==> src/rtl/mult_seq_ctrl_pkg.sv <==
// Shared types and defaults for the shift-add multiplier sequencing controller.
package mult_ctrl_pkg;

    localparam int DEF_WIDTH = 8;

    typedef enum logic [2:0] {
        IDLE  = 3'd0,
        INIT  = 3'd1,
        TEST  = 3'd2,
        ADD   = 3'd3,
        SHIFT = 3'd4,
        DONE  = 3'd5
    } state_t;

endpackage

==> src/rtl/mult_seq_ctrl_if.sv <==
// Requester/datapath <-> controller signal bundle; master drives requests and datapath flags.
interface mult_seq_ctrl_if
    import mult_ctrl_pkg::*;
#(
    parameter int WIDTH = DEF_WIDTH,
    parameter int CNT_W = $clog2(WIDTH)
);

    logic             start;
    logic             lsb;
    logic             mplier_zero;
    logic             load;
    logic             add_en;
    logic             shift_en;
    logic             busy;
    logic             done;
    logic [CNT_W-1:0] cnt;
    logic             K;

    modport master (
        output start, lsb, mplier_zero,
        input  load, add_en, shift_en, busy, done, cnt, K
    );

    modport slave (
        input  start, lsb, mplier_zero,
        output load, add_en, shift_en, busy, done, cnt, K
    );

endinterface

==> src/rtl/mult_seq_ctrl_bit_counter.sv <==
// Down-counter for multiplier bit iterations; K flags the last iteration (cnt == 0).
module mult_bit_counter #(
    parameter int               CNT_W  = 3,
    parameter logic [CNT_W-1:0] RELOAD = '1
) (
    input  logic             clk,
    input  logic             rst_n,
    input  logic             ld,
    input  logic             dec,
    output logic [CNT_W-1:0] cnt,
    output logic             K
);

    logic [CNT_W-1:0] r_cnt;

    always_ff @(posedge clk or negedge rst_n) begin
        if (!rst_n) begin
            r_cnt <= '0;
        end else if (ld) begin
            r_cnt <= RELOAD;
        end else if (dec && (r_cnt != '0)) begin
            r_cnt <= r_cnt - 1'b1;
        end
    end

    assign cnt = r_cnt;
    assign K   = (r_cnt == '0);

endmodule

==> src/rtl/mult_seq_ctrl.sv <==
// Shift-add multiplier sequencer: Moore FSM driving load/add/shift strobes from the multiplier LSB.
// Optional early termination on an all-zero remaining multiplier: define MULT_EARLY_TERM_EN.
module mult_seq_ctrl
    import mult_ctrl_pkg::*;
#(
    parameter int WIDTH = DEF_WIDTH
) (
    input  logic            clk,
    input  logic            rst_n,
    mult_seq_ctrl_if.slave  bus
);

    localparam int               CNT_W  = $clog2(WIDTH);
    localparam logic [CNT_W-1:0] RELOAD = CNT_W'(WIDTH - 1);

    state_t           r_state;
    state_t           w_next;
    logic             w_ld;
    logic             w_dec;
    logic [CNT_W-1:0] w_cnt;
    logic             w_K;

    mult_bit_counter #(
        .CNT_W  (CNT_W),
        .RELOAD (RELOAD)
    ) u_cnt (
        .clk   (clk),
        .rst_n (rst_n),
        .ld    (w_ld),
        .dec   (w_dec),
        .cnt   (w_cnt),
        .K     (w_K)
    );

    always_ff @(posedge clk or negedge rst_n) begin
        if (!rst_n) begin
            r_state <= IDLE;
        end else begin
            r_state <= w_next;
        end
    end

`ifndef MULT_EARLY_TERM_EN
    logic w_unused_mplier_zero;
    assign w_unused_mplier_zero = bus.mplier_zero;
`endif

    always_comb begin
        w_next       = r_state;
        w_ld         = 1'b0;
        w_dec        = 1'b0;
        bus.load     = 1'b0;
        bus.add_en   = 1'b0;
        bus.shift_en = 1'b0;
        bus.busy     = 1'b0;
        bus.done     = 1'b0;
        case (r_state)
            IDLE: begin
                if (bus.start) w_next = INIT;
            end
            INIT: begin
                bus.load = 1'b1;
                bus.busy = 1'b1;
                w_ld     = 1'b1;
                w_next   = TEST;
            end
            TEST: begin
                bus.busy = 1'b1;
`ifdef MULT_EARLY_TERM_EN
                // Zero remaining multiplier wins over lsb; counter stays frozen.
                if (bus.mplier_zero)  w_next = DONE;
                else if (bus.lsb)     w_next = ADD;
                else                  w_next = SHIFT;
`else
                w_next = bus.lsb ? ADD : SHIFT;
`endif
            end
            ADD: begin
                bus.add_en = 1'b1;
                bus.busy   = 1'b1;
                w_next     = SHIFT;
            end
            SHIFT: begin
                bus.shift_en = 1'b1;
                bus.busy     = 1'b1;
                if (w_K) begin
                    w_next = DONE;
                end else begin
                    w_dec  = 1'b1;
                    w_next = TEST;
                end
            end
            DONE: begin
                bus.done = 1'b1;
                bus.busy = 1'b1;
                w_next   = IDLE;
            end
            default: w_next = IDLE;
        endcase
    end

    assign bus.cnt = w_cnt;
    assign bus.K   = w_K;

endmodule

==> src/flat_wrapper.sv <==
// flat-port wrapper written by rule: the top's interface ports become plain ports
module mult_seq_ctrl_flat import mult_ctrl_pkg::*;
#(
    parameter int WIDTH = DEF_WIDTH
)
  (clk, rst_n, bus_start, bus_lsb, bus_mplier_zero, bus_load, bus_add_en, bus_shift_en, bus_busy, bus_done, bus_cnt, bus_K);
  mult_seq_ctrl_if #(.WIDTH(WIDTH)) bus_i ();
  input  logic clk;
  input  logic rst_n;
  input wire logic [$bits(bus_i.start)-1:0] bus_start;
  input wire logic [$bits(bus_i.lsb)-1:0] bus_lsb;
  input wire logic [$bits(bus_i.mplier_zero)-1:0] bus_mplier_zero;
  output wire logic [$bits(bus_i.load)-1:0] bus_load;
  output wire logic [$bits(bus_i.add_en)-1:0] bus_add_en;
  output wire logic [$bits(bus_i.shift_en)-1:0] bus_shift_en;
  output wire logic [$bits(bus_i.busy)-1:0] bus_busy;
  output wire logic [$bits(bus_i.done)-1:0] bus_done;
  output wire logic [$bits(bus_i.cnt)-1:0] bus_cnt;
  output wire logic [$bits(bus_i.K)-1:0] bus_K;
  assign bus_i.start = bus_start;
  assign bus_i.lsb = bus_lsb;
  assign bus_i.mplier_zero = bus_mplier_zero;
  assign bus_load = bus_i.load;
  assign bus_add_en = bus_i.add_en;
  assign bus_shift_en = bus_i.shift_en;
  assign bus_busy = bus_i.busy;
  assign bus_done = bus_i.done;
  assign bus_cnt = bus_i.cnt;
  assign bus_K = bus_i.K;
  mult_seq_ctrl #(.WIDTH(WIDTH)) u_core (.clk(clk), .rst_n(rst_n), .bus(bus_i));
endmodule
==> config.mk <==
export PLATFORM = sky130hd
export DESIGN_NAME = mult_seq_ctrl_flat
export DESIGN_NICKNAME = d
export VERILOG_FILES = /design/src/rtl/mult_seq_ctrl_pkg.sv /design/src/rtl/mult_seq_ctrl_if.sv /design/src/rtl/mult_seq_ctrl_bit_counter.sv /design/src/rtl/mult_seq_ctrl.sv /design/src/flat_wrapper.sv
export SDC_FILE = /design/constraint.sdc
export NUM_CORES = 1
export LEC_CHECK = 0
export CORE_AREA = 2 2 39 41
export DETAILED_ROUTE_END_ITERATION = 10
export DIE_AREA = 0 0 41 43
export PLACE_DENSITY = 0.53
export RECOVER_POWER = 25
export SLEW_MARGIN = 20
export SYNTH_ARGS = -nofsm -noshare
export SYNTH_HDL_FRONTEND = slang
export SYNTH_SLANG_ARGS = --single-unit
==> constraint.sdc <==
create_clock -name clk -period 4 [get_ports clk]
set_clock_uncertainty 0.2 [all_clocks]
set_input_delay 0.8 -clock clk [delete_from_list [all_inputs] [get_ports clk]]
set_output_delay 0.8 -clock clk [all_outputs]
set_load 0.03 [all_outputs]
After elaboration in Yosys (flattened, before gate mapping)
Cells that the tools add are included.

word-level totals
  register bits after elaboration = 6
  bits in latches = 0
  memory bits (writable) = 0
  memory bits (read-only) = 0
  input bits = 5
  output and inout bits = 9
  logic and storage cells = 28
  memories = 0

operators by class
  add/sub/neg operators = 1
  $mul = 0
  div/mod/pow operators = 0
  $lt $le $gt $ge = 0
  eq/ne operators = 6
  shifts and indexed selects = 0
  muxes and demuxes = 13
  bitwise logic cells = 0
  reduce and logical (&&, ||, !) cells = 6

operators with widths
  operator             count
  $mux 3               5
  $pmux 3 s5           1
  $mux 1               7
  $eq 3x2->1 const B   2
  $eq 3x3->1 const B   2
  $logic_not 3->1      2
  $reduce_or 5->1      1
  $eq 3x1->1 const B   1
  $reduce_bool 3->1    1
  $sub 3x1->3 const B  1
  $ne 2x2->1 const B   1
  $reduce_bool 2->1    1
  $logic_and 1x1->1    1

Depth between registers and ports, before layout
Gate-level depths: netlist (run 1).

  depth in word-level cells = 6
  depth in mapped cells = 6
  gate-level depth less buffers = 6

Cells and area by module
Synthesis (run 1) repeated with hierarchy kept, for this count alone.

unflattened totals
  cells, all modules = 40
  area, all modules = 384.1 sq um

modules (own cells, without submodules)
  module            instances  cells an instance  area each (sq um)  seq. area each (sq um)
  mult_seq_ctrl     1          22                 203.9              75.1
  mult_bit_counter  1          18                 180.2              75.1

Worst setup path before layout (run 1)
Ideal clock, no wire load.

  kind = register -> output
  start = register u_core.r_state[1]
  end = output port bus_shift_en
  arrival time = 1.281 ns
  data required time = 3.000 ns
  slack = 1.719 ns
  cell stages (with the launch flop) = 3
  cell sequence = dfrtp_1 -> buf_6 -> nor3b_1

on the way
  cells in the longest elaborated chain, start to end = 2

RTL lines
  what                      RTL line             source
  start: declaration        mult_seq_ctrl.sv:16  state_t r_state;
  start signal: assignment  mult_seq_ctrl.sv:39  r_state <= w_next;
  $eq 3x3->1                mult_seq_ctrl.sv:57  case (r_state)
  $mux 1                    mult_seq_ctrl.sv:57
  end: declaration          flat_wrapper.sv:15   output wire logic [$bits(bus_i.shift_en)-1:0] bus_shift_en;

No other way between the ends.

Worst setup path in the final report (run 1)
  start = register u_core.r_state[0]
  end = output port bus_load

on the way
  cells in the longest elaborated chain, start to end = 2

RTL lines
  what              RTL line             source
  $eq 3x1->1        mult_seq_ctrl.sv:57
  $mux 1            mult_seq_ctrl.sv:57
  end: declaration  flat_wrapper.sv:13   output wire logic [$bits(bus_i.load)-1:0] bus_load;

No other way between the ends.

==> metrics, run 1 <==
Fin. Hold Viols 0; Post-CTS Setup Bufs 0; Leak 0.245 nW; share of cells above drive strength 1 13.7%; VDD IR max 266 µV; TritonCTS clock tree done; DRT Pass-1 Iters 4; GPL Wtd Cong 0.604; P&R area growth vs syn 32.2%; worst-margin pin slew 0.328 ns; Worst Setup Path Type register to output port; Yosys cell types 21; hold_sp u_core.u_cnt.cnt[1]; drt total wl 771 µm; PnR worst setup slack 1.06 ns; met1 Use GR 14.6%; All-Layer GR Usage 11.1%; end point of the worst hold path u_core.u_cnt.cnt[1]; nature of the critical path endpoint output port; post-route ant nets 0; core area 1380 µm²; R2R Path End u_core.u_cnt.cnt[1]; Nets 60; Final Non-Filler Cells 67; Post-CTS Hold Fix Bufs 0; worst skew pair latency 0.24 ns; GR Layer Usage met2 15.0%; Synth Cell Area 400 µm²; pwr dens 752 nW/µm²; Final TNS setup 0 ns; Critical Path Start Type register; die area 1760 µm²; Placed Cells 64; max-cap check violation count 0; # resized after CTS 0; Worst R2R Setup Slack 2.04 ns; status complete, no violations; CTS max path bufs 2; Final min period 2.94 ns; antenna violations before repair 0; first-pass GRT wire length 1320 µm; worst hold path type register to register; H-Tree Depth 1; Initial Util 28.9%; Post-Synthesis Cells 39; max-slew violation count 0; CTS Buf Count 3; root buffer cell clkbuf_4; Worst Path Required 3.00 ns; ant diodes 0; crit share post-route 73.5%; die extent in y 43 µm; endpoints failing setup 0; relative max-transition margin 78.2%; Arrival @ worst endpoint 1.94 ns; Setup Slack @ Placement 1.35 ns; Worst Reg-to-Reg Cells 6; GRT met3 Usage 1.57%; Synth Register Bits 6; Hold Path Stages 1; Iter 0 DRT Violations 1; Reg2Reg Launch Point u_core.u_cnt.cnt[0]; commonest non-fill, non-tap cell in the layout clkdlybuf4s50_1; vias per cell 4.93; Remaining Overflow, GRT 0; FMAX 0.340 GHz; PortBufs 12; Residual DRC 0; DR vias 330; Yosys warning total 0; die width 41 µm; clk sink count 6; syn avg cell area 10.3 µm²; syn nets 46; DR WL/cell 11.5 µm; floorplan row count 14; dpl hpwl 555 µm; commonest non-fill, non-tap cells in the layout clkdlybuf4s50_1, dfrtp_1, inv_1, a2bb2oi_1; largest net degree at the start of global routing 12; total power 0.000398 W; Seq/Total Area, Yosys 37.5%; post-route core utilization 38.2%; Clk pin slew, worst setup/hold paths 0.04 ns; GRT busiest layer met2; number of I/O pins 14; Crit Path Max Fanout 9; vias in the first global route 327; RSZ-0062 raised after global routing no
[logic make-up (layout without fill, tap and decap cells)]
kind of cell             after synthesis  in the layout  share of synthesized area, %
adder cells (fa/ha/maj)                2              2                          6.25
AO/OA/AOI/OAI                         11             11                          21.2
multiplexers                           2              2                          5.31
AND/OR/NAND/NOR                       11             11                          17.5
flip-flops                             6              6                          37.5
buffers and inverters                  7             19                          12.2
[layer usage]
layer	wire, µm	vias up
met5	0	-
met4	0	0
met3	42	0
met2	366	12
met1	362	151
li1	-	167
[worst max-delay path, stage by stage (launching register included)]
cell             delay (ns)
dfrtp_1                0.49
inv_1                  0.17
nor3_1                 0.31
clkdlybuf4s50_1        0.73
[final cells by class]
class | count | area [µm²]
Clock buffer | 3 | 22.5
Fill cell | 148 | 855
Inverter | 4 | 15.0
Multi-Input combinational cell | 26 | 201
Sequential cell | 6 | 150
Tap cell | 16 | 20.0
Timing Repair Buffer | 12 | 120
[worst max path at each step]
stage / depth (start not counted) / endpoint / slack (ns) / startpoint
global route: 3 / bus_load / 0.94 / u_core.r_state[0]
detailed placement: 3 / bus_load / 1.35 / u_core.r_state[0]
global placement: 3 / bus_add_en / 1.33 / u_core.r_state[1]
finish: 3 / bus_load / 1.06 / u_core.r_state[0]
floorplan: 2 / bus_shift_en / 1.72 / u_core.r_state[1]
CTS: 3 / bus_load / 1.06 / u_core.r_state[0]
[state kept, by name (all words and copies together) (netlist names)]
signal	cells
u_core.r_state	3
u_core.u_cnt.cnt	3
[synth_stat cells]
cell type,count,share of area (%)
or4b_1,1,2.5
mux2i_1,1,2.5
a22o_2,1,2.5
dfrtp_1,6,37
o21ai_1,1,1.2
a21o_1,1,1.9
inv_1,4,3.7
a21oi_1,2,2.5
or2b_2,1,2.2
mux2_2,1,2.8
nor2b_1,1,1.6
buf_6,3,8.4
and2_2,1,1.9
nor3_1,3,3.7
nor2_1,1,0.94
nand2_1,1,0.94
a2bb2oi_1,4,8.7
nor3b_1,2,3.7
a22o_1,1,2.2
o2bb2ai_1,1,2.2
ha_1,2,6.2
[per-stage QoR]
step / hold WS, ns / instance area (µm²)
2_1_floorplan: 0.304 / 400
3_3_place_gp: 0.379 / 507
3_5_place_dp: 0.381 / 507
4_1_cts: 0.387 / 529
5_1_grt: 0.405 / 529
6_report: 0.378 / 529
[report_power, final]
part           leakage (nW)  total (W)  switching (W)  internal (W)
clock                0.0138  0.0000546      0.0000207     0.0000339
sequential           0.0670   0.000121      0.0000404     0.0000809
combinational         0.164   0.000222       0.000112      0.000110
total                 0.245   0.000398       0.000173      0.000225
Note: power is estimated with default switching activity, not from simulation.
==> run 2, diff against run 1 <==
PLACE_DENSITY = 0.55   (was 0.53)
clock period = 2.45 ns   (was 4 ns; I/O delays follow)
==> run 2 against run 1 <==
  * Cell area increased by 7.1%
  * Power grew 67%
  * Via count down 1.8%
  * Final cell count grew 6.0%
  * Global-route usage up 0.20 points
  * Clock power increased by 58%
  * Critical path type unchanged
  * Die area unchanged
  * Highest routed layer is now met4
  * Register-to-register slack lost 1.6 ns
  * Sequential share of layout area down 1.9 points
==> metrics, run 2 (synthesized netlist as in run 1, its figures left out) <==
Critical Path Stages 3; Final min period 2.20 ns; CTS Buf Count 3; CP max-delay cell dfrtp_1; total power 0.000663 W; die area 1760 µm²; drt total wl 772 µm; vias per cell 4.56; FMAX 0.454 GHz; Residual DRC 0; max-slew violation count 0; pwr dens 1170 nW/µm²; worst-margin pin slew 0.332 ns; root buffer cell clkbuf_4; core area 1380 µm²; nature of the critical path endpoint output port; die width 41 µm; DR WL/cell 10.9 µm; relative max-transition margin 77.8%; fillers 132; crit-path cells inv_1, nor3_1, dlygate4sd2_1; Worst Setup Path Type register to output port; post-route core utilization 41.0%; All-Layer GR Usage 11.3%; CP Buf/Inv Count 2; Worst Path Required 1.76 ns; Critical Path Start Type register; vias in the first global route 336; post-route ant nets 0; FF/Latch Area 150 µm²; Final Non-Filler Cells 71; worst skew pair latency 0.24 ns; PortBufs 12; Multi-input gate area 201 µm²; Final TNS setup 0 ns; first-pass GRT wire length 1310 µm; ant diodes 0; number of I/O pins 14; commonest non-fill, non-tap cell in the layout dfrtp_1; Clk pin slew, worst setup/hold paths 0.04 ns; clk sink count 6; Initial Util 28.9%; CTS max path bufs 2; Placed Cells 68; TritonCTS clock tree done; crit share post-route 89.8%; max-cap check violation count 0; Leak 0.336 nW; die extent in y 43 µm; DR vias 324; Crit Path Max Fanout 9; VDD IR max 422 µV; status complete, no violations; Worst Reg-to-Reg Cells 7; commonest non-fill, non-tap cells in the layout dfrtp_1, clkdlybuf4s50_1; H-Tree Depth 1; Post-CTS Hold Fix Bufs 0; P&R area growth vs syn 41.6%; floorplan row count 14; DRT Pass-1 Iters 4; crit-path leading delay family buffers and inverters; Arrival @ worst endpoint 1.51 ns; Iter 0 DRT Violations 3; share of cells above drive strength 1 20.0%; largest net degree at the start of global routing 12; antenna violations before repair 0; worst hold path type input pin to async pin; Fin. Hold Viols 0; dpl hpwl 616 µm; Remaining Overflow, GRT 0; max incr delay on CP 0.47 ns; RSZ-0062 raised after global routing no; endpoints failing setup 0; Nets 64; GPL Wtd Cong 0.663
-- run 2: cell types whose count changed in the layout (fill, tap and decap cells not counted) --
cell / delta
dlygate4sd2_1: +2
clkdlybuf4s50_1: -6
buf_4: +4
dlymetal6s2s_1: +4
-- run 2: worst reg2reg max path, delay by kind of cell, from the launching register on --
| kind | cells | cell delay [ns] |
|---|---|---|
| AO/OA/AOI/OAI | 2 | 0.46 |
| adder cells (fa/ha/maj) | 2 | 0.41 |
| buffers and inverters | 2 | 0.21 |
| flip-flops | 1 | 0.39 |
| AND/OR/NAND/NOR | 1 | 0.30 |
-- run 2: power breakdown --
part           switching [W]  leakage (nW)  internal [W]
combinational       0.000193         0.255      0.000194
clock              0.0000313        0.0138     0.0000551
sequential         0.0000577        0.0670      0.000132
-- run 2: timing repair --
action | CTS | global route
endpoints found under the setup margin | 2 | 4
hold endpoints to repair | 0 | 0
setup buffers | 0 | 0
gates resized for setup | 2 | 4
-- run 2: routing by layer --
metal	track usage (%)	vias to the layer above	wire length, µm
met5	0	-	0
met4	10.0	0	6
met3	1.57	2	27
met2	17.8	4	401
met1	12.3	146	336
li1	-	172	-
-- run 2: final timing paths --
| path | slack, ns | end | startpoint |
|---|---|---|---|
| worst max-delay path | 0.25 | bus_load | u_core.r_state[0] |
| worst min-delay path | 0.36 | u_core.u_cnt.cnt[2] | rst_n |
| worst max register to register | 0.42 | u_core.u_cnt.cnt[2] | u_core.u_cnt.cnt[0] |
| worst min register to register | 0.37 | u_core.u_cnt.cnt[1] | u_core.u_cnt.cnt[1] |
| min in group clk | 0.37 | u_core.u_cnt.cnt[1] | u_core.u_cnt.cnt[1] |
| max in group asynchronous | 1.49 | u_core.r_state[1] | rst_n |
-- run 2: layout make-up --
cell class,instances,share of cell area (%)
Inverter,4,2.65
Tap cell,16,3.53
Timing Repair Buffer,16,27.8
Multi-Input combinational cell,26,35.5
Clock buffer,3,3.97
Sequential cell,6,26.5
-- run 2: per-stage QoR --
step	instance area (µm²)	hold WS (ns)	worst slack, ns
2_1_floorplan	400	-0.00559	0.336
3_3_place_gp	537	0.369	0.179
3_5_place_dp	537	0.373	0.176
4_1_cts	557	0.286	0.0112
5_1_grt	567	0.383	0.112
6_report	567	0.356	0.249
==> run 3, diff against run 2 <==
==> constraint.sdc (replaced) <==
create_clock -name clk -period 2.45 [get_ports clk]
set_clock_uncertainty 0.2 [all_clocks]
set_input_delay 0.245 -clock clk [delete_from_list [all_inputs] [get_ports clk]]
set_output_delay 0.245 -clock clk [all_outputs]
set_load 0.03 [all_outputs]
==> run 3 against run 2 <==
  * Via count fell by 4.0%
  * First-iteration DRC count fell by 67%
  * Power fell by 3.8%
  * Setup slack got worse by 0.12 ns
  * Combinational power fell by 7.8%
  * Routed wire length fell by 8.0%
  * Final cell count fell by 5.6%
  * Critical path depth did not move
  * Count of clock-buffer cells in the layout did not move
  * Die area did not move
  * Core utilization fell by 2.7 points
  * Hold slack got worse by 0.24 ns
  * Largest power group unchanged
==> metrics, run 3 (synthesized netlist as in run 1, its figures left out) <==
status complete, no violations; Net Switching 0.000272 W; share of cells above drive strength 1 13.7%; max-slew violation count 0; PortBufs 12; Fin. Hold Viols 0; VDD IR max 420 µV; Final Non-Filler Cells 67; dpl hpwl 560 µm; DRT Pass-1 Iters 2; first-pass GRT wire length 1100 µm; Initial Util 28.9%; root buffer cell clkbuf_4; commonest non-fill, non-tap cell in the layout clkdlybuf4s50_1; clk sink count 6; Critical Path Start Type register; max-cap check violation count 0; die extent in y 43 µm; worst hold path type input pin to async pin; Multi-input gate area 201 µm²; crit share post-route 94.7%; Hold Slack 0.112 ns; commonest non-fill, non-tap cells in the layout clkdlybuf4s50_1, dfrtp_1, inv_1, a2bb2oi_1; Switching Share 42.6%; worst skew pair latency 0.23 ns; worst-margin pin slew 0.329 ns; # resized after CTS 0; drt total wl 710 µm; nature of the critical path endpoint output port; Reg2Reg Launch Point u_core.u_cnt.cnt[0]; DR WL/cell 10.6 µm; Iter 0 DRT Violations 1; Worst Path Required 2.01 ns; relative max-transition margin 78.1%; All-Layer GR Usage 9.73%; Final min period 2.32 ns; combinational share of power 55.9%; Worst R2R Setup Slack 0.55 ns; core area 1380 µm²; antenna violations before repair 0; Arrival @ worst endpoint 1.88 ns; total power 0.000638 W; FMAX 0.431 GHz; Clk pwr share 13.2%; largest net degree at the start of global routing 12; CP startpoint u_core.r_state[1]; vias per cell 4.64; endpoints failing setup 0; DR vias 311; Clk pin slew, worst setup/hold paths 0.04 ns; Remaining Overflow, GRT 0; Worst Reg-to-Reg Cells 6; Nets 60; Int Power 0.000366 W; vias in the first global route 279; CTS Buf Count 3; number of I/O pins 14; Post-CTS Hold Fix Bufs 0; H-Tree Depth 1; die area 1760 µm²; Crit Path Max Fanout 11; post-route core utilization 38.2%; GPL Wtd Cong 0.651; Residual DRC 0; pwr dens 1210 nW/µm²; RSZ-0062 raised after global routing no; P&R area growth vs syn 32.2%; register share of total power 30.9%; CTS max path bufs 2; ant diodes 0; Placed Cells 64; floorplan row count 14; TritonCTS clock tree done; Leak 0.245 nW; Post-CTS Setup Bufs 0; post-route ant nets 0; Worst Setup Path Type register to output port; Final TNS setup 0 ns; fillers 155; die width 41 µm; FF/Latch Area 150 µm²
-- run 3: per-layer routing --
metal  track usage, %  up-vias  wire (µm)
li1                 -      167          -
met1             12.3      138        342
met2             12.8        4        343
met5                0        -          0
met3             1.57        2         17
met4             10.0        0          6
-- run 3: path summary, 6_finish.rpt --
| kind | end |
|---|---|
| min in group clk | u_core.u_cnt.cnt[1] |
| max in group asynchronous | u_core.r_state[1] |
| min reg2reg | u_core.u_cnt.cnt[1] |
| min | u_core.u_cnt.cnt[2] |
| max | bus_add_en |
| max reg2reg | u_core.u_cnt.cnt[1] |
-- run 3: per-stage QoR --
step | cell area, µm² | setup slack [ns]
detailed placement | 507 | 0.353
global route | 529 | 0.00529
CTS | 529 | 0.0991
floorplan | 400 | 0.336
global placement | 507 | 0.352
finish | 529 | 0.130
-- run 3: critical path, stage by stage (launching register included) --
cell	delay, ns
dfrtp_1	0.51
nor2b_1	0.29
and2_2	0.18
clkdlybuf4s50_1	0.66
-- run 3: area by class of cell --
cell class              instances  area share [%]
clock buffers                   3            4.26
inverters                       4            2.84
well taps                      16            3.78
flip-flops and latches          6            28.4
repair buffers                 12            22.7
multi-input cells              26            38.1
-- run 3: power groups by stage --
stage | logic [W] | clock network (W) | registers [W]
finish | 0.000357 | 0.0000845 | 0.000197
global route | 0.000386 | 0.0000962 | 0.000206
CTS | 0.000362 | 0.0000912 | 0.000199
detailed placement | 0.000361 | 0 | 0.000200
global placement | 0.000361 | 0 | 0.000198
floorplan | 0.000303 | 0 | 0.000177
